$ cat src/rtl/sram_arbiter_pkg.sv
// Shared definitions for the SRAM arbiter: FSM encoding, owner tags and the
// load/store opcodes that decode also keys on.
package sram_arbiter_pkg;

    typedef enum logic [1:0] {
        ST_IDLE   = 2'd0,
        ST_ACCESS = 2'd1,
        ST_ACK    = 2'd2
    } state_t;

    localparam logic OWN_INST = 1'b0;
    localparam logic OWN_DATA = 1'b1;

    localparam logic [5:0] OP_LW = 6'b100011;
    localparam logic [5:0] OP_LB = 6'b100000;
    localparam logic [5:0] OP_SW = 6'b101011;

endpackage

$ cat src/rtl/sram_arbiter_if.sv
// Requester (IF/MEM) and SRAM pin bundle; master is the pipeline/SRAM side,
// slave is the arbiter.
interface sram_arbiter_if #(
    parameter int ADDR_W = 20
);
    logic              if_req;
    logic [31:0]       if_addr;
    logic              if_ack;
    logic [31:0]       if_rdata;

    logic              mem_req;
    logic              mem_we;
    logic              mem_byte;
    logic [31:0]       mem_addr;
    logic [31:0]       mem_wdata;
    logic              mem_ack;
    logic [31:0]       mem_rdata;

    logic [ADDR_W-1:0] sram_addr;
    logic [31:0]       sram_wdata;
    logic [31:0]       sram_rdata;
    logic              sram_ce_n;
    logic              sram_oe_n;
    logic              sram_we_n;

    logic              stall;

    modport master (
        output if_req, if_addr, mem_req, mem_we, mem_byte, mem_addr, mem_wdata, sram_rdata,
        input  if_ack, if_rdata, mem_ack, mem_rdata,
        input  sram_addr, sram_wdata, sram_ce_n, sram_oe_n, sram_we_n, stall
    );

    modport slave (
        input  if_req, if_addr, mem_req, mem_we, mem_byte, mem_addr, mem_wdata, sram_rdata,
        output if_ack, if_rdata, mem_ack, mem_rdata,
        output sram_addr, sram_wdata, sram_ce_n, sram_oe_n, sram_we_n, stall
    );

endinterface

$ cat src/rtl/byte_lane_extract.sv
// Picks little-endian byte lane i_lane out of i_word and sign-extends it.
// Purely combinational, zero latency, no flow control.
module byte_lane_extract (
    input  logic [31:0] i_word,
    input  logic [1:0]  i_lane,
    output logic [31:0] o_data
);

    logic [7:0] w_byte;

    assign w_byte = i_word[{i_lane, 3'b000} +: 8];
    assign o_data = {{24{w_byte[7]}}, w_byte};

endmodule

$ cat src/rtl/sram_arbiter.sv
// Shares one single-port SRAM between fetch and data; DATA wins ties. Ack arrives
// WAIT_CYCLES+1 cycles after the grant; the loser waits with req held, stall covers both.
module sram_arbiter
    import sram_arbiter_pkg::*;
#(
    parameter int ADDR_W      = 20,
    parameter int WAIT_CYCLES = 2
) (
    input  logic           clk,
    input  logic           rst,
    sram_arbiter_if.slave  bus
);

    state_t            r_state;
    state_t            w_next;
    logic              r_owner;
    logic              r_we;
    logic              r_byte;
    logic [1:0]        r_lane;
    logic [3:0]        r_cnt;
    logic [ADDR_W-1:0] r_addr;
    logic [31:0]       r_wdata;
    logic [31:0]       r_if_rdata;
    logic [31:0]       r_mem_rdata;

    logic              w_grant;
    logic              w_grant_data;
    logic              w_capture;
    logic              w_ce_n;
    logic              w_oe_n;
    logic              w_we_n;
    logic              w_if_ack;
    logic              w_mem_ack;
    logic [31:0]       w_lb_data;
    logic              w_unused_bits;

    byte_lane_extract u_lane (
        .i_word (bus.sram_rdata),
        .i_lane (r_lane),
        .o_data (w_lb_data)
    );

    always_ff @(posedge clk or posedge rst) begin
        if (rst) begin
            r_state <= ST_IDLE;
        end else begin
            r_state <= w_next;
        end
    end

    always_comb begin
        w_next       = r_state;
        w_grant      = 1'b0;
        w_grant_data = 1'b0;
        w_capture    = 1'b0;
        w_ce_n       = 1'b1;
        w_oe_n       = 1'b1;
        w_we_n       = 1'b1;
        w_if_ack     = 1'b0;
        w_mem_ack    = 1'b0;
        case (r_state)
            ST_IDLE: begin
                if (bus.mem_req) begin
                    w_grant      = 1'b1;
                    w_grant_data = 1'b1;
                    w_next       = ST_ACCESS;
                end else if (bus.if_req) begin
                    w_grant = 1'b1;
                    w_next  = ST_ACCESS;
                end
            end
            ST_ACCESS: begin
                w_ce_n = 1'b0;
                w_oe_n = r_we;
                // Last write cycle releases WE so address/data are held past its rising edge.
                if (r_we) begin
                    w_we_n = ~((r_cnt != 4'd0) || (WAIT_CYCLES == 1));
                end
                if (r_cnt == 4'd0) begin
                    w_capture = ~r_we;
                    w_next    = ST_ACK;
                end
            end
            ST_ACK: begin
                w_if_ack  = (r_owner == OWN_INST);
                w_mem_ack = (r_owner == OWN_DATA);
                w_next    = ST_IDLE;
            end
            default: w_next = ST_IDLE;
        endcase
    end

    always_ff @(posedge clk or posedge rst) begin
        if (rst) begin
            r_owner     <= OWN_INST;
            r_we        <= 1'b0;
            r_byte      <= 1'b0;
            r_lane      <= 2'b00;
            r_cnt       <= 4'd0;
            r_addr      <= '0;
            r_wdata     <= 32'd0;
            r_if_rdata  <= 32'd0;
            r_mem_rdata <= 32'd0;
        end else begin
            if (w_grant) begin
                r_owner <= w_grant_data ? OWN_DATA : OWN_INST;
                r_addr  <= w_grant_data ? bus.mem_addr[ADDR_W+1:2] : bus.if_addr[ADDR_W+1:2];
                r_we    <= w_grant_data & bus.mem_we;
                r_byte  <= w_grant_data & bus.mem_byte;
                r_lane  <= w_grant_data ? bus.mem_addr[1:0] : 2'b00;
                r_wdata <= w_grant_data ? bus.mem_wdata : 32'd0;
                r_cnt   <= 4'(WAIT_CYCLES - 1);
            end else if (r_state == ST_ACCESS && r_cnt != 4'd0) begin
                r_cnt <= r_cnt - 4'd1;
            end
            if (w_capture) begin
                if (r_owner == OWN_INST) begin
                    r_if_rdata <= bus.sram_rdata;
                end else begin
                    r_mem_rdata <= r_byte ? w_lb_data : bus.sram_rdata;
                end
            end
        end
    end

    assign bus.sram_addr  = r_addr;
    assign bus.sram_wdata = r_wdata;
    assign bus.sram_ce_n  = w_ce_n;
    assign bus.sram_oe_n  = w_oe_n;
    assign bus.sram_we_n  = w_we_n;
    assign bus.if_ack     = w_if_ack;
    assign bus.mem_ack    = w_mem_ack;
    assign bus.if_rdata   = r_if_rdata;
    assign bus.mem_rdata  = r_mem_rdata;
    assign bus.stall      = (bus.mem_req & ~w_mem_ack) | (bus.if_req & ~w_if_ack);

    assign w_unused_bits = ^{bus.if_addr[1:0], bus.if_addr[31:ADDR_W+2], bus.mem_addr[31:ADDR_W+2]};

endmodule

$ cat src/flat_wrapper.sv
// flat-port wrapper written by rule: the top's interface ports become plain ports
module sram_arbiter_flat import sram_arbiter_pkg::*;
#(
    parameter int ADDR_W      = 20,
    parameter int WAIT_CYCLES = 2
)
  (clk, rst, bus_if_req, bus_if_addr, bus_mem_req, bus_mem_we, bus_mem_byte, bus_mem_addr, bus_mem_wdata, bus_sram_rdata, bus_if_ack, bus_if_rdata, bus_mem_ack, bus_mem_rdata, bus_sram_addr, bus_sram_wdata, bus_sram_ce_n, bus_sram_oe_n, bus_sram_we_n, bus_stall);
  sram_arbiter_if #(.ADDR_W(ADDR_W)) bus_i ();
  input  logic clk;
  input  logic rst;
  input wire logic [$bits(bus_i.if_req)-1:0] bus_if_req;
  input wire logic [$bits(bus_i.if_addr)-1:0] bus_if_addr;
  input wire logic [$bits(bus_i.mem_req)-1:0] bus_mem_req;
  input wire logic [$bits(bus_i.mem_we)-1:0] bus_mem_we;
  input wire logic [$bits(bus_i.mem_byte)-1:0] bus_mem_byte;
  input wire logic [$bits(bus_i.mem_addr)-1:0] bus_mem_addr;
  input wire logic [$bits(bus_i.mem_wdata)-1:0] bus_mem_wdata;
  input wire logic [$bits(bus_i.sram_rdata)-1:0] bus_sram_rdata;
  output wire logic [$bits(bus_i.if_ack)-1:0] bus_if_ack;
  output wire logic [$bits(bus_i.if_rdata)-1:0] bus_if_rdata;
  output wire logic [$bits(bus_i.mem_ack)-1:0] bus_mem_ack;
  output wire logic [$bits(bus_i.mem_rdata)-1:0] bus_mem_rdata;
  output wire logic [$bits(bus_i.sram_addr)-1:0] bus_sram_addr;
  output wire logic [$bits(bus_i.sram_wdata)-1:0] bus_sram_wdata;
  output wire logic [$bits(bus_i.sram_ce_n)-1:0] bus_sram_ce_n;
  output wire logic [$bits(bus_i.sram_oe_n)-1:0] bus_sram_oe_n;
  output wire logic [$bits(bus_i.sram_we_n)-1:0] bus_sram_we_n;
  output wire logic [$bits(bus_i.stall)-1:0] bus_stall;
  assign bus_i.if_req = bus_if_req;
  assign bus_i.if_addr = bus_if_addr;
  assign bus_i.mem_req = bus_mem_req;
  assign bus_i.mem_we = bus_mem_we;
  assign bus_i.mem_byte = bus_mem_byte;
  assign bus_i.mem_addr = bus_mem_addr;
  assign bus_i.mem_wdata = bus_mem_wdata;
  assign bus_i.sram_rdata = bus_sram_rdata;
  assign bus_if_ack = bus_i.if_ack;
  assign bus_if_rdata = bus_i.if_rdata;
  assign bus_mem_ack = bus_i.mem_ack;
  assign bus_mem_rdata = bus_i.mem_rdata;
  assign bus_sram_addr = bus_i.sram_addr;
  assign bus_sram_wdata = bus_i.sram_wdata;
  assign bus_sram_ce_n = bus_i.sram_ce_n;
  assign bus_sram_oe_n = bus_i.sram_oe_n;
  assign bus_sram_we_n = bus_i.sram_we_n;
  assign bus_stall = bus_i.stall;
  sram_arbiter #(.ADDR_W(ADDR_W), .WAIT_CYCLES(WAIT_CYCLES)) u_core (.clk(clk), .rst(rst), .bus(bus_i));
endmodule
$ cat config.mk
export PLATFORM = sky130hd
export DESIGN_NAME = sram_arbiter_flat
export DESIGN_NICKNAME = d
export VERILOG_FILES = /design/src/rtl/sram_arbiter_pkg.sv /design/src/rtl/sram_arbiter_if.sv /design/src/rtl/byte_lane_extract.sv /design/src/rtl/sram_arbiter.sv /design/src/flat_wrapper.sv
export SDC_FILE = /design/constraint.sdc
export NUM_CORES = 1
export LEC_CHECK = 0
export CORE_MARGIN = 5
export CORE_UTILIZATION = 40
export DETAILED_ROUTE_END_ITERATION = 12
export PLACE_DENSITY = 0.79
export REMOVE_ABC_BUFFERS = 1
export SYNTH_ARGS = -nofsm -noshare
export SYNTH_HDL_FRONTEND = slang
export SYNTH_SLANG_ARGS = --single-unit
$ cat constraint.sdc
create_clock -name clk -period 5.4 [get_ports clk]
set_input_delay 1.08 -clock clk [delete_from_list [all_inputs] [get_ports clk]]
set_output_delay 1.08 -clock clk [all_outputs]
set_load 0.02 [all_outputs]
Word level (Yosys, flattened, before mapping)
Index checks and enable logic that the tools add are counted.

cells by class
  add/subtract/negate cells = 1
  equality and inequality tests = 4
  shifts and indexed selects = 1
  multiplexer cells = 24
  bitwise gates (word level) = 10
  reductions and logical operators = 8

operator list
  cell                                                                count
  32-bit 2-to-1 mux                                                   2
  32-bit by 6-bit variable part select with 8-bit output              1
  20-bit 2-to-1 mux                                                   1
  1-bit 2-to-1 mux                                                    14
  2-bit 2-to-1 mux                                                    4
  4-bit 2-to-1 mux                                                    2
  2-bit AND reduction                                                 3
  1-bit inverter                                                      5
  1-bit bitwise AND                                                   4
  4-bit zero test                                                     1
  2-bit one-hot mux with 2 select lines                               1
  4-bit nonzero test                                                  1
  4-bit by 1-bit subtractor with 4-bit output, second input constant  1
  3-bit != test, second input constant                                1
  2-bit by 1-bit == test with 1-bit output, second input constant     1
  2-bit == test, second input constant                                1
  2-bit zero test                                                     1
  2-bit by 1-bit != test with 1-bit output, second input constant     1
  2-bit nonzero test                                                  1
  1-bit logical AND                                                   1
  1-bit OR                                                            1

word-level totals
  register bits after elaboration = 127
  input bits = 134
  output and inout port bits = 122
  logic and storage cells = 58

Longest topological paths before layout
  word-level depth = 5
  mapped depth = 8
  depth with buffers taken out = 6

Hierarchy
Synthesis repeated with hierarchy kept, for this count alone.

second synthesis, totals
  cell total of the unflattened synthesis = 425
  area total of the unflattened synthesis = 5929.4 um^2

modules (own cells, without submodules)
  module             instances  cells each  area each (um^2)  sequential area each (um^2)
  sram_arbiter       1          391         5552.8            3178.0
  byte_lane_extract  1          34          376.6             0.0

Least setup slack after synthesis
No wires, ideal clock.

  kind = in2out
  start = in bus_mem_req
  end = out bus_stall
  arrival time = 1.485 ns
  data required time = 4.320 ns
  slack = 2.835 ns
  stages on the path = 2
  buffers on the path = 0
  cells stage by stage = inv_1 > o22ai_1

on the way
  word-level cells in the longest chain between the ends = 2

ends and longest elaborated chain
  element            line                 text
  from (decl)        flat_wrapper.sv:13   input wire logic [$bits(bus_i.mem_req)-1:0] bus_mem_req;
  1-bit bitwise AND  sram_arbiter.sv:135  assign bus.stall = (bus.mem_req & ~w_mem_ack) | (bus.if_req & ~w_if_ack);
  1-bit OR           sram_arbiter.sv:135
  to (decl)          flat_wrapper.sv:28   output wire logic [$bits(bus_i.stall)-1:0] bus_stall;

Every way passes these cells.

Worst setup path in the final report
Ends and elaborated chain as after synthesis.

==> results.toml <==
[outcome]
status = "finished clean"

[final_layout]
syn2layout_area_growth_pct = 57.61
stdcell_area_mm2 = 0.008359
drive_gt1_frac = 0.1235
final_cells = 848
nNetsFinal = 796
n_fill_cell = 976
final_util = 0.6363
diodes = 0

[global_routing]
grt_pass1_wl_um = 24340
antenna_found_initial = 0
grt_max_degree = 58
grt-ovfl-total = 0
grt_pass1_vias = 4563
grt.total_usage = 0.1955

[critical_path]
critPathRequiredTime_ps = 4320
crit_chain = "clkdlybuf4s50_1 > inv_1 > o22ai_1 > clkdlybuf4s50_1"
critPathMostFrequentCell = "clkdlybuf4s50_1"
critPathCaptureType = "output pin"
startpoint_type = "input port"
critical_path_class = "input port to output pin"
crit_slowest_cell = "clkdlybuf4s50_1"
arrival_ps = 2540
max_stage_delay_ps = 660
cp_max_fo = 2

[clock_tree]
ctsResizeCount = 0
cts_hold_buf = 0
cts.clk_slew.worst_paths_ps = 50
clk_path_buf_depth = 2
cts_max_level = 4
cts_tree = "done"
worstSkewPairLatency_ps = 410
numCtsBuffers = 17
clockRootBuffer = "clkbuf_16"
cts_sinks = 127
cts_setup_buffers = 0

[synthesis]
syn_area_mm2 = 0.005304
synthDistinctLibCells = 33
synth_warnings = 0
ys_seq_area_frac = 0.5992
synth_area_per_cell_um2 = 12.22
synthCells = 434
synth_seq_cells = 127

[floorplanning]
die_x_um = 125.2
fp.dieH_um = 125.2
floorplan.initialDensity = 0.4037
fp.dieArea_mm2 = 0.01566
io_pins = 256
rows = 42
core_area_mm2 = 0.01314

[power]
power_mw = 5.140
pwr_density_cell_mw_per_mm2 = 614.9
power.leakage_nw = 3.543
vdd_ir_drop_max_uv = 335.2

[place]
place_hpwl_um = 11260
placement.io_buffers = 233
place_congestion = 0.8387
place_ws_ps = 1816
dp.cells = 817
placed_cell_area_mm2 = 0.007792

[route]
vias = 4334
wl_um = 15400
ant_nets = 0
drc_errors = 0
wire_per_inst_um = 18.16
drt-initial-drc-count = 349
first_pass_iters = 4
vias_per_cell = 5.111

[sta]
fin_crit_sh = 0.6701
fmax_mhz = 276.3
tightest_slew_ps = 1139
hold_violations = 0
rsz0062_at_grt = "false"
whs_ps = 482.6
maxSlewHeadroom = 0.2378
fin_crit_ps = 3619
slew_violations = 0
fin_ws_ps = 1781
setup_viol = 0
finalClockSkew_ps = 6.074
fin_tns_setup_ps = 0

[job]
drv_cap = 0

[worst_hold_path]
hold_class = "register to register"
## report_power, final
group	internal (mW)	leakage, nW	switching (mW)
clock	0.709	0.284	0.383
combinational	1.18	1.70	1.18
sequential	1.38	1.56	0.306
## cell families after synthesis
group                      count (synthesis)  synth area share
AOI/OAI and AO/OA                        115            0.1493
adders and majority gates                  2          0.004717
buffers and inverters                     50           0.03798
DFF                                      127            0.5992
muxes                                     68            0.1411
and+or+nand+nor                           72           0.06770
## worst paths after layout
kind	startpoint	to	slack [ps]	depth (start not counted)
worst min register to register	u_core.bus.sram_addr[2]	u_core.bus.sram_addr[2]	480	2
worst min-delay path	u_core.bus.sram_addr[2]	u_core.bus.sram_addr[2]	480	2
worst max-delay path	bus_mem_req	bus_stall	1780	4
min in group asynchronous	rst	u_core.bus.sram_wdata[1]	1170	2
max in group asynchronous	rst	u_core.bus.mem_rdata[13]	3200	3
worst max register to register	u_core.r_lane[0]	u_core.bus.mem_rdata[19]	2770	4
## placed cells by master, fill, tap and decap left out, drive strengths merged, types with 13 or more instances in the layout
master,instances
clkbuf,24
a22o,36
nand2b,15
nor2,18
a31oi,13
o21ai,43
mux2i,23
inv,18
clkdlybuf4s50,233
nand2,27
mux2,44
dfrtp,127
## state kept, by name, summed over array words and instances (netlist names)
register	flops
u_core.bus.sram_addr	20
u_core.r_lane	2
u_core.r_state	2
u_core.r_byte	1
u_core.bus.if_rdata	32
u_core.bus.sram_wdata	32
u_core.r_we	1
u_core.bus.mem_rdata	32
u_core.r_cnt	4
u_core.r_owner	1
## critical path: cells and delay by family
family                 cells  cell delay, ps
AOI/OAI and AO/OA          1             190
buffers and inverters      3            1270
## synth_stat cells
| cell | instances | area share |
|---|---|---|
| nor3_2 | 1 | 0.0019 |
| nor2_1 | 18 | 0.013 |
| mux2_2 | 43 | 0.091 |
| a311oi_1 | 6 | 0.0099 |
| buf_4 | 1 | 0.0014 |
| nand3_1 | 1 | 0.00094 |
| o22ai_1 | 7 | 0.0083 |
| o21ai_1 | 1 | 0.00094 |
| o21a_1 | 1 | 0.0014 |
| a22o_1 | 36 | 0.059 |
| nand2_1 | 27 | 0.019 |
| or2_2 | 1 | 0.0012 |
| ha_1 | 2 | 0.0047 |
| a31oi_1 | 13 | 0.015 |
| or3_1 | 1 | 0.0012 |
| mux2i_1 | 23 | 0.043 |
| nor2b_1 | 2 | 0.0024 |
| nor4_1 | 1 | 0.0012 |
| o21ai_0 | 42 | 0.040 |
| nor3_1 | 1 | 0.00094 |
| buf_2 | 8 | 0.0075 |
| mux2_1 | 1 | 0.0021 |
| inv_1 | 18 | 0.013 |
| nor4_4 | 1 | 0.0040 |
| o2bb2ai_1 | 7 | 0.012 |
| nor3b_1 | 2 | 0.0028 |
| nand2b_1 | 15 | 0.018 |
| a22oi_1 | 1 | 0.0014 |
| mux4_2 | 1 | 0.0042 |
| clkbuf_1 | 23 | 0.016 |
| or3b_1 | 1 | 0.0017 |
| a21o_1 | 1 | 0.0014 |
| dfrtp_1 | 127 | 0.60 |
## metal layers
metal	routed length, um	up-vias	part of all wire	GRT usage
li1	-	2011	-	-
met1	6158	2093	0.40	0.2296
met2	7366	210	0.48	0.3211
met3	1617	20	0.10	0.08699
met4	258	0	0.017	0.06633
met5	0	-	0	0
## layout make-up
type / count / area (um^2) / area share
sequential: 127 / 3178 / 0.3802
timing repair buffer: 239 / 2377 / 0.2844
multi-input combinational: 257 / 1947 / 0.2329
clock buffer: 24 / 481.7 / 0.05763
tap: 176 / 220.2 / 0.02634
clock inverter: 7 / 85.08 / 0.01018
inverter: 18 / 70.07 / 0.008382
Note: power is estimated with default switching activity, not from simulation.
